<file path="config.mk">
export PLATFORM = sky130hd
export DESIGN_NAME = traffic_light_seq
export DESIGN_NICKNAME = d
export VERILOG_FILES = /design/src/rtl/traffic_light_seq.sv
export SDC_FILE = /design/constraint.sdc
export NUM_CORES = 1
export LEC_CHECK = 0
export BUFFER_PORTS_ARGS = -buffer_cell sky130_fd_sc_hd__buf_4
export CAP_MARGIN = 10
export CORE_UTILIZATION = 30
export DETAILED_ROUTE_END_ITERATION = 12
export HOLD_SLACK_MARGIN = 0.05
export PLACE_DENSITY = 0.52
export SETUP_SLACK_MARGIN = 0.3
export SLEW_MARGIN = 20
export SYNTH_ARGS = -nofsm -noshare
export SYNTH_HDL_FRONTEND = slang
export SYNTH_SLANG_ARGS = --single-unit
</file>
<file path="constraint.sdc">
create_clock -name clk -period 2.7 [get_ports clk]
set_input_delay 0.54 -clock clk [delete_from_list [all_inputs] [get_ports clk]]
set_output_delay 0.54 -clock clk [all_outputs]
set_load 0.01 [all_outputs]
</file>
<file path="src/rtl/traffic_light_seq.sv">
// Run-time RED -> GREEN -> YELLOW sequencer with programmable phase durations and countdown.
// Optional: define TRAFFIC_BLINK_YELLOW_EN to blink the yellow lamp once per tick while in CONFIG.
module traffic_light_seq #(
    parameter int TICK_DIV = 50000000,
    parameter int CNT_W    = 8,
    parameter int R_DEF    = 30,
    parameter int G_DEF    = 25,
    parameter int Y_DEF    = 5
) (
    input  logic             clk,
    input  logic             rst,
    input  logic             first_in,
    input  logic             control_r_in,
    input  logic             control_y_in,
    input  logic             control_g_in,
    input  logic [CNT_W-1:0] dur_in,
    output logic             light_r,
    output logic             light_y,
    output logic             light_g,
    output logic [CNT_W-1:0] remain,
    output logic [1:0]       state_out
);

    localparam int              PRE_W    = $clog2(TICK_DIV);
    localparam logic [PRE_W-1:0] PRE_LAST = PRE_W'(TICK_DIV - 1);

    typedef enum logic [1:0] {
        S_CONFIG = 2'd0,
        S_RED    = 2'd1,
        S_GREEN  = 2'd2,
        S_YELLOW = 2'd3
    } state_t;

    // A zero-second phase would never show on the display, so it is held at one second.
    function automatic logic [CNT_W-1:0] clamp_dur(input logic [CNT_W-1:0] d);
        return (d == '0) ? CNT_W'(1) : d;
    endfunction

    state_t           r_state;
    logic [CNT_W-1:0] r_remain;
    logic [PRE_W-1:0] r_presc;
    logic             r_light_r;
    logic             r_light_y;
    logic             r_light_g;
    logic [CNT_W-1:0] r_dur_r;
    logic [CNT_W-1:0] r_dur_g;
    logic [CNT_W-1:0] r_dur_y;
    logic             r_ctl_r_p0;
    logic             r_ctl_g_p0;
    logic             r_ctl_y_p0;
    logic             r_ctl_r_p1;
    logic             r_ctl_g_p1;
    logic             r_ctl_y_p1;

    state_t           w_state_nxt;
    logic [CNT_W-1:0] w_remain_nxt;
    logic [PRE_W-1:0] w_presc_nxt;
    logic             w_lr_nxt;
    logic             w_ly_nxt;
    logic             w_lg_nxt;
    logic             w_in_cfg;
    logic             w_cfg_change;
    logic             w_tick;
    logic             w_presc_run;
    logic             w_ly_cfg;
    logic             w_edge_r;
    logic             w_edge_g;
    logic             w_edge_y;
    logic             w_ld_r;
    logic             w_ld_g;
    logic             w_ld_y;

    assign w_in_cfg     = (r_state == S_CONFIG);
    assign w_cfg_change = (first_in != w_in_cfg);
    assign w_tick       = (r_presc == PRE_LAST);

`ifdef TRAFFIC_BLINK_YELLOW_EN
    assign w_presc_run = 1'b1;
    assign w_ly_cfg    = w_in_cfg ? (r_light_y ^ w_tick) : 1'b1;
`else
    assign w_presc_run = !w_in_cfg;
    assign w_ly_cfg    = 1'b0;
`endif

    // Stage p0 -> p1: registered strobes, loads act on a rising edge of the registered copy
    assign w_edge_r = r_ctl_r_p0 & ~r_ctl_r_p1;
    assign w_edge_g = r_ctl_g_p0 & ~r_ctl_g_p1;
    assign w_edge_y = r_ctl_y_p0 & ~r_ctl_y_p1;

    assign w_ld_r = w_in_cfg & w_edge_r;
    assign w_ld_g = w_in_cfg & w_edge_g & ~w_edge_r;
    assign w_ld_y = w_in_cfg & w_edge_y & ~w_edge_r & ~w_edge_g;

    always_ff @(posedge clk or posedge rst) begin
        if (rst) begin
            r_ctl_r_p0 <= 1'b0;
            r_ctl_g_p0 <= 1'b0;
            r_ctl_y_p0 <= 1'b0;
            r_ctl_r_p1 <= 1'b0;
            r_ctl_g_p1 <= 1'b0;
            r_ctl_y_p1 <= 1'b0;
            r_dur_r    <= CNT_W'(R_DEF);
            r_dur_g    <= CNT_W'(G_DEF);
            r_dur_y    <= CNT_W'(Y_DEF);
        end else begin
            r_ctl_r_p0 <= control_r_in;
            r_ctl_g_p0 <= control_g_in;
            r_ctl_y_p0 <= control_y_in;
            r_ctl_r_p1 <= r_ctl_r_p0;
            r_ctl_g_p1 <= r_ctl_g_p0;
            r_ctl_y_p1 <= r_ctl_y_p0;
            if (w_ld_r) r_dur_r <= clamp_dur(dur_in);
            if (w_ld_g) r_dur_g <= clamp_dur(dur_in);
            if (w_ld_y) r_dur_y <= clamp_dur(dur_in);
        end
    end

    // Prescaler restarts on both CONFIG entry and exit so a fresh phase gets a full first second.
    always_comb begin
        w_presc_nxt = w_tick ? '0 : r_presc + 1'b1;
        if (w_cfg_change || !w_presc_run) begin
            w_presc_nxt = '0;
        end
    end

    always_comb begin
        w_state_nxt  = r_state;
        w_remain_nxt = r_remain;
        if (first_in) begin
            w_state_nxt  = S_CONFIG;
            w_remain_nxt = '0;
        end else if (w_in_cfg) begin
            w_state_nxt  = S_RED;
            w_remain_nxt = r_dur_r;
        end else if (w_tick) begin
            if (r_remain > CNT_W'(1)) begin
                w_remain_nxt = r_remain - 1'b1;
            end else begin
                case (r_state)
                    S_RED: begin
                        w_state_nxt  = S_GREEN;
                        w_remain_nxt = r_dur_g;
                    end
                    S_GREEN: begin
                        w_state_nxt  = S_YELLOW;
                        w_remain_nxt = r_dur_y;
                    end
                    default: begin
                        w_state_nxt  = S_RED;
                        w_remain_nxt = r_dur_r;
                    end
                endcase
            end
        end
    end

    always_comb begin
        w_lr_nxt = (w_state_nxt == S_RED);
        w_lg_nxt = (w_state_nxt == S_GREEN);
        w_ly_nxt = (w_state_nxt == S_YELLOW) | ((w_state_nxt == S_CONFIG) & w_ly_cfg);
    end

    // Stage boundary: state, countdown and lamps all update on the same edge
    always_ff @(posedge clk or posedge rst) begin
        if (rst) begin
            r_state   <= S_RED;
            r_remain  <= CNT_W'(R_DEF);
            r_presc   <= '0;
            r_light_r <= 1'b1;
            r_light_y <= 1'b0;
            r_light_g <= 1'b0;
        end else begin
            r_state   <= w_state_nxt;
            r_remain  <= w_remain_nxt;
            r_presc   <= w_presc_nxt;
            r_light_r <= w_lr_nxt;
            r_light_y <= w_ly_nxt;
            r_light_g <= w_lg_nxt;
        end
    end

    assign light_r   = r_light_r;
    assign light_y   = r_light_y;
    assign light_g   = r_light_g;
    assign remain    = r_remain;
    assign state_out = r_state;

endmodule

</file>
==> impl_metrics.toml <==
[die]
start_util = 0.314
core_region_area_um2 = 11100
die_x_um = 110
ios = 27
die_area_um2 = 12000
num_rows = 38
die_h_um = 110

[critical_path]
worstSetupEndpointType = "flop"
cp_slowest_cell = "or4_1"
timing.rr.end = "remain[4]"
rr_startpoint = "remain[5]"
required_ns = 2.96
worstSetupPathType = "flop to flop"
worstPathArrival_ns = 2.59
crit_chain = "or4_1, or4_4, o21ai_4, mux2_1, a22o_1"
crit_path_max_fanout = 8
startpoint_type = "flop"
ff2ff_setup_slack_ns = 0.37
r2r_cells = 5
slowest_delay_ns = 0.57

[sta]
finalMaxSlewViolations = 0
clock-skew-final_ns = 0.00879
max_freq_mhz = 428
fin_setup_tns_ns = 0
fin_crit_sh = 0.865
worst_pin_slew_ns = 0.753
hold_viol_final = 0
slew-limit-headroom = 0.497
finalSetupViolCount = 0
period_needed_ns = 2.33
rsz0062_at_grt = "true"

[layout]
diodes = 0
utilization = 0.377
layout-drive-gt1-share = 0.291
area_delta_synth_final_pct = 20.3
nNetsFinal = 373

[placement]
hpwl_um = 5510
place_congestion = 0.783
numPortBuffers = 26

[synth]
ys.flop_type = "dfrtp_1"
netlist_instances = 318
synth_cell_types = 56
ys_seq_area_frac = 0.502
synthArstFlopShare = 1.00
syn_avg_cell_area_um2 = 10.9
synth_area_um2 = 3470
ys_warn_count = 0
ys_ff_latch = 69
syn_nets = 338
synth_edf_count = 0

[run]
drv_cap = 0

[cts]
cts_sinks = 69
htreeDepth = 3
root_buffer = "clkbuf_16"
clk_pin_slew_worst_paths_ns = 0.06
cts_tree = "built"
post_cts_buffers = 0
cts_hold_buf = 0
clk_latency_ns = 0.33
cts_max_path_buffers = 2
cts_buffers = 9

[routing]
num_vias = 2510
routed_via_density = 5.04
totalWireLength_um = 7780
drt_iter0_markers = 93
firstDrtPassIters = 4
wire_per_inst_um = 15.6
drc = 0
antenna_left = 0

[pwr]
combPwrFrac = 0.165
cellPowerDensity_nw_per_um2 = 703
sequentialPowerShare = 0.434
p_switching_uw = 775
swShare = 0.264
pwr-share-clk = 0.400
power_leakage_uw = 0.00172
peakVddDrop_uv = 244
p_int_uw = 2160

[status]
status = "finished clean"

[grt]
grt_pass1_vias = 2576
grt_pass1_wl_um = 13000
grt_overflow = 0
grt_max_degree = 31
antenna_found_initial = 0
grt_usage = 0.144

[hold_path]
hold_class = "input pin to async pin"
## layout make-up
class                           count  area [µm²]
Fill cell                        1097        6900
Inverter                            9        33.8
Clock inverter                      5        58.8
Sequential cell                    69        1750
Multi-Input combinational cell    228        1650
Tap cell                          140         175
Timing Repair Buffer               36         270
Clock buffer                       11         243
## cell usage after synthesis (all sizes together), types with 4 or more instances
library cell | instances | area, µm²
xor2 | 19 | 166
clkbuf | 6 | 22.5
buf | 6 | 30.0
nor3b | 4 | 35.0
ha | 6 | 75.1
o21ai | 7 | 38.8
a22oi | 5 | 37.5
nand2 | 18 | 67.6
nor2 | 39 | 146
mux2 | 23 | 259
a211oi | 5 | 47.5
or4 | 5 | 37.5
xnor2 | 8 | 70.1
nor4 | 6 | 52.6
a21oi | 6 | 30.0
o31ai | 4 | 35.0
inv | 9 | 33.8
dfstp | 15 | 394
nor3 | 7 | 40.0
nand3 | 11 | 55.1
nand4 | 15 | 109
dfrtp | 54 | 1350
## registers in the layout (all words and copies together), names as in the netlist, 2 cells and up
signal     flops
r_dur_r        8
r_presc       26
r_dur_y        8
remain         8
r_dur_g        8
state_out      2
## worst max path at each step
stage                 from         to  cells after the start
3_3_place_gp     remain[5]  remain[4]                      5
2_1_floorplan    remain[5]  remain[4]                      6
5_1_grt        r_presc[10]  remain[2]                      5
4_1_cts          remain[5]  remain[4]                      5
3_5_place_dp     remain[5]  remain[4]                      5
6_report         remain[5]  remain[4]                      5
## routing by layer
| metal | vias up | global-route usage | part of all wire | wire length [µm] |
|---|---|---|---|---|
| li1 | 1226 | - | - | - |
| met1 | 1236 | 0.198 | 0.50 | 3870 |
| met2 | 44 | 0.218 | 0.46 | 3560 |
| met3 | 4 | 0.0326 | 0.036 | 278 |
| met4 | 0 | 0.0610 | 0.0091 | 71 |
| met5 | - | 0 | 0 | 0 |
## placed cells by master, fill, tap and decap left out, drive strengths merged, types with 2 or more instances in the layout
cell,Yosys,layout
and4,3,3
xor2,19,19
or4,5,5
and3,3,3
mux2i,2,2
nand2,18,18
xnor2,8,8
o31ai,4,4
nor2,39,39
nor2b,3,3
o21ai,7,7
clkinvlp,0,2
mux2,23,23
nand3b,2,2
nand3,11,11
a211oi,5,5
and2,3,3
nor3b,4,4
a21oi,6,6
nand2b,2,2
a22o,3,3
a221oi,2,2
inv,9,10
ha,6,6
nand4,15,15
dfstp,15,15
clkbuf,6,11
nor3,7,7
buf,6,36
dfrtp,54,54
nor4,6,6
a31o,2,2
or4b,2,2
a22oi,5,5
## cells by family (layout without fill, tap and decap cells)
kind of cell / after synthesis / after routing / synth area share
xor+xnor: 27 / 27 / 0.0681
flops: 69 / 69 / 0.502
compound gates: 43 / 43 / 0.0969
fa+ha+maj: 6 / 6 / 0.0216
mux: 25 / 25 / 0.0803
buf+inv: 21 / 61 / 0.0248
simple gates: 127 / 127 / 0.206
## through the flow
stage | instance area, µm² | setup slack, ns | power (µW) | cells | hold slack [ns]
CTS | 4170 | 0.350 | 2980 | 498 | 0.162
floorplan | 3470 | 0.405 | 1600 | 318 | 0.346
global route | 4180 | 0.293 | 3080 | 498 | 0.172
global placement | 3870 | 0.299 | 1770 | 482 | 0.358
detailed placement | 3870 | 0.238 | 1770 | 482 | 0.363
finish | 4180 | 0.365 | 2940 | 498 | 0.156
## power by group through the flow
stage	sequential, µW	clock, µW	combinational, µW
finish	1280	1180	485
global route	1300	1250	537
CTS	1280	1220	488
detailed placement	1290	0	481
global placement	1290	0	479
floorplan	1270	0	324
## worst max-delay path: cells and delay by family (launching register included)
family	cells	cell delay [ns]
and+or+nand+nor	2	1.08
muxes	1	0.35
AOI/OAI and AO/OA	2	0.40
DFF	1	0.44
## what timing repair did
action	in CTS	in global routing
pin swaps	0	1
endpoints found under the hold margin	0	0
gates resized for setup	1	1
endpoints found under the setup margin	2	5
Note: power is estimated with default switching activity, not from simulation.
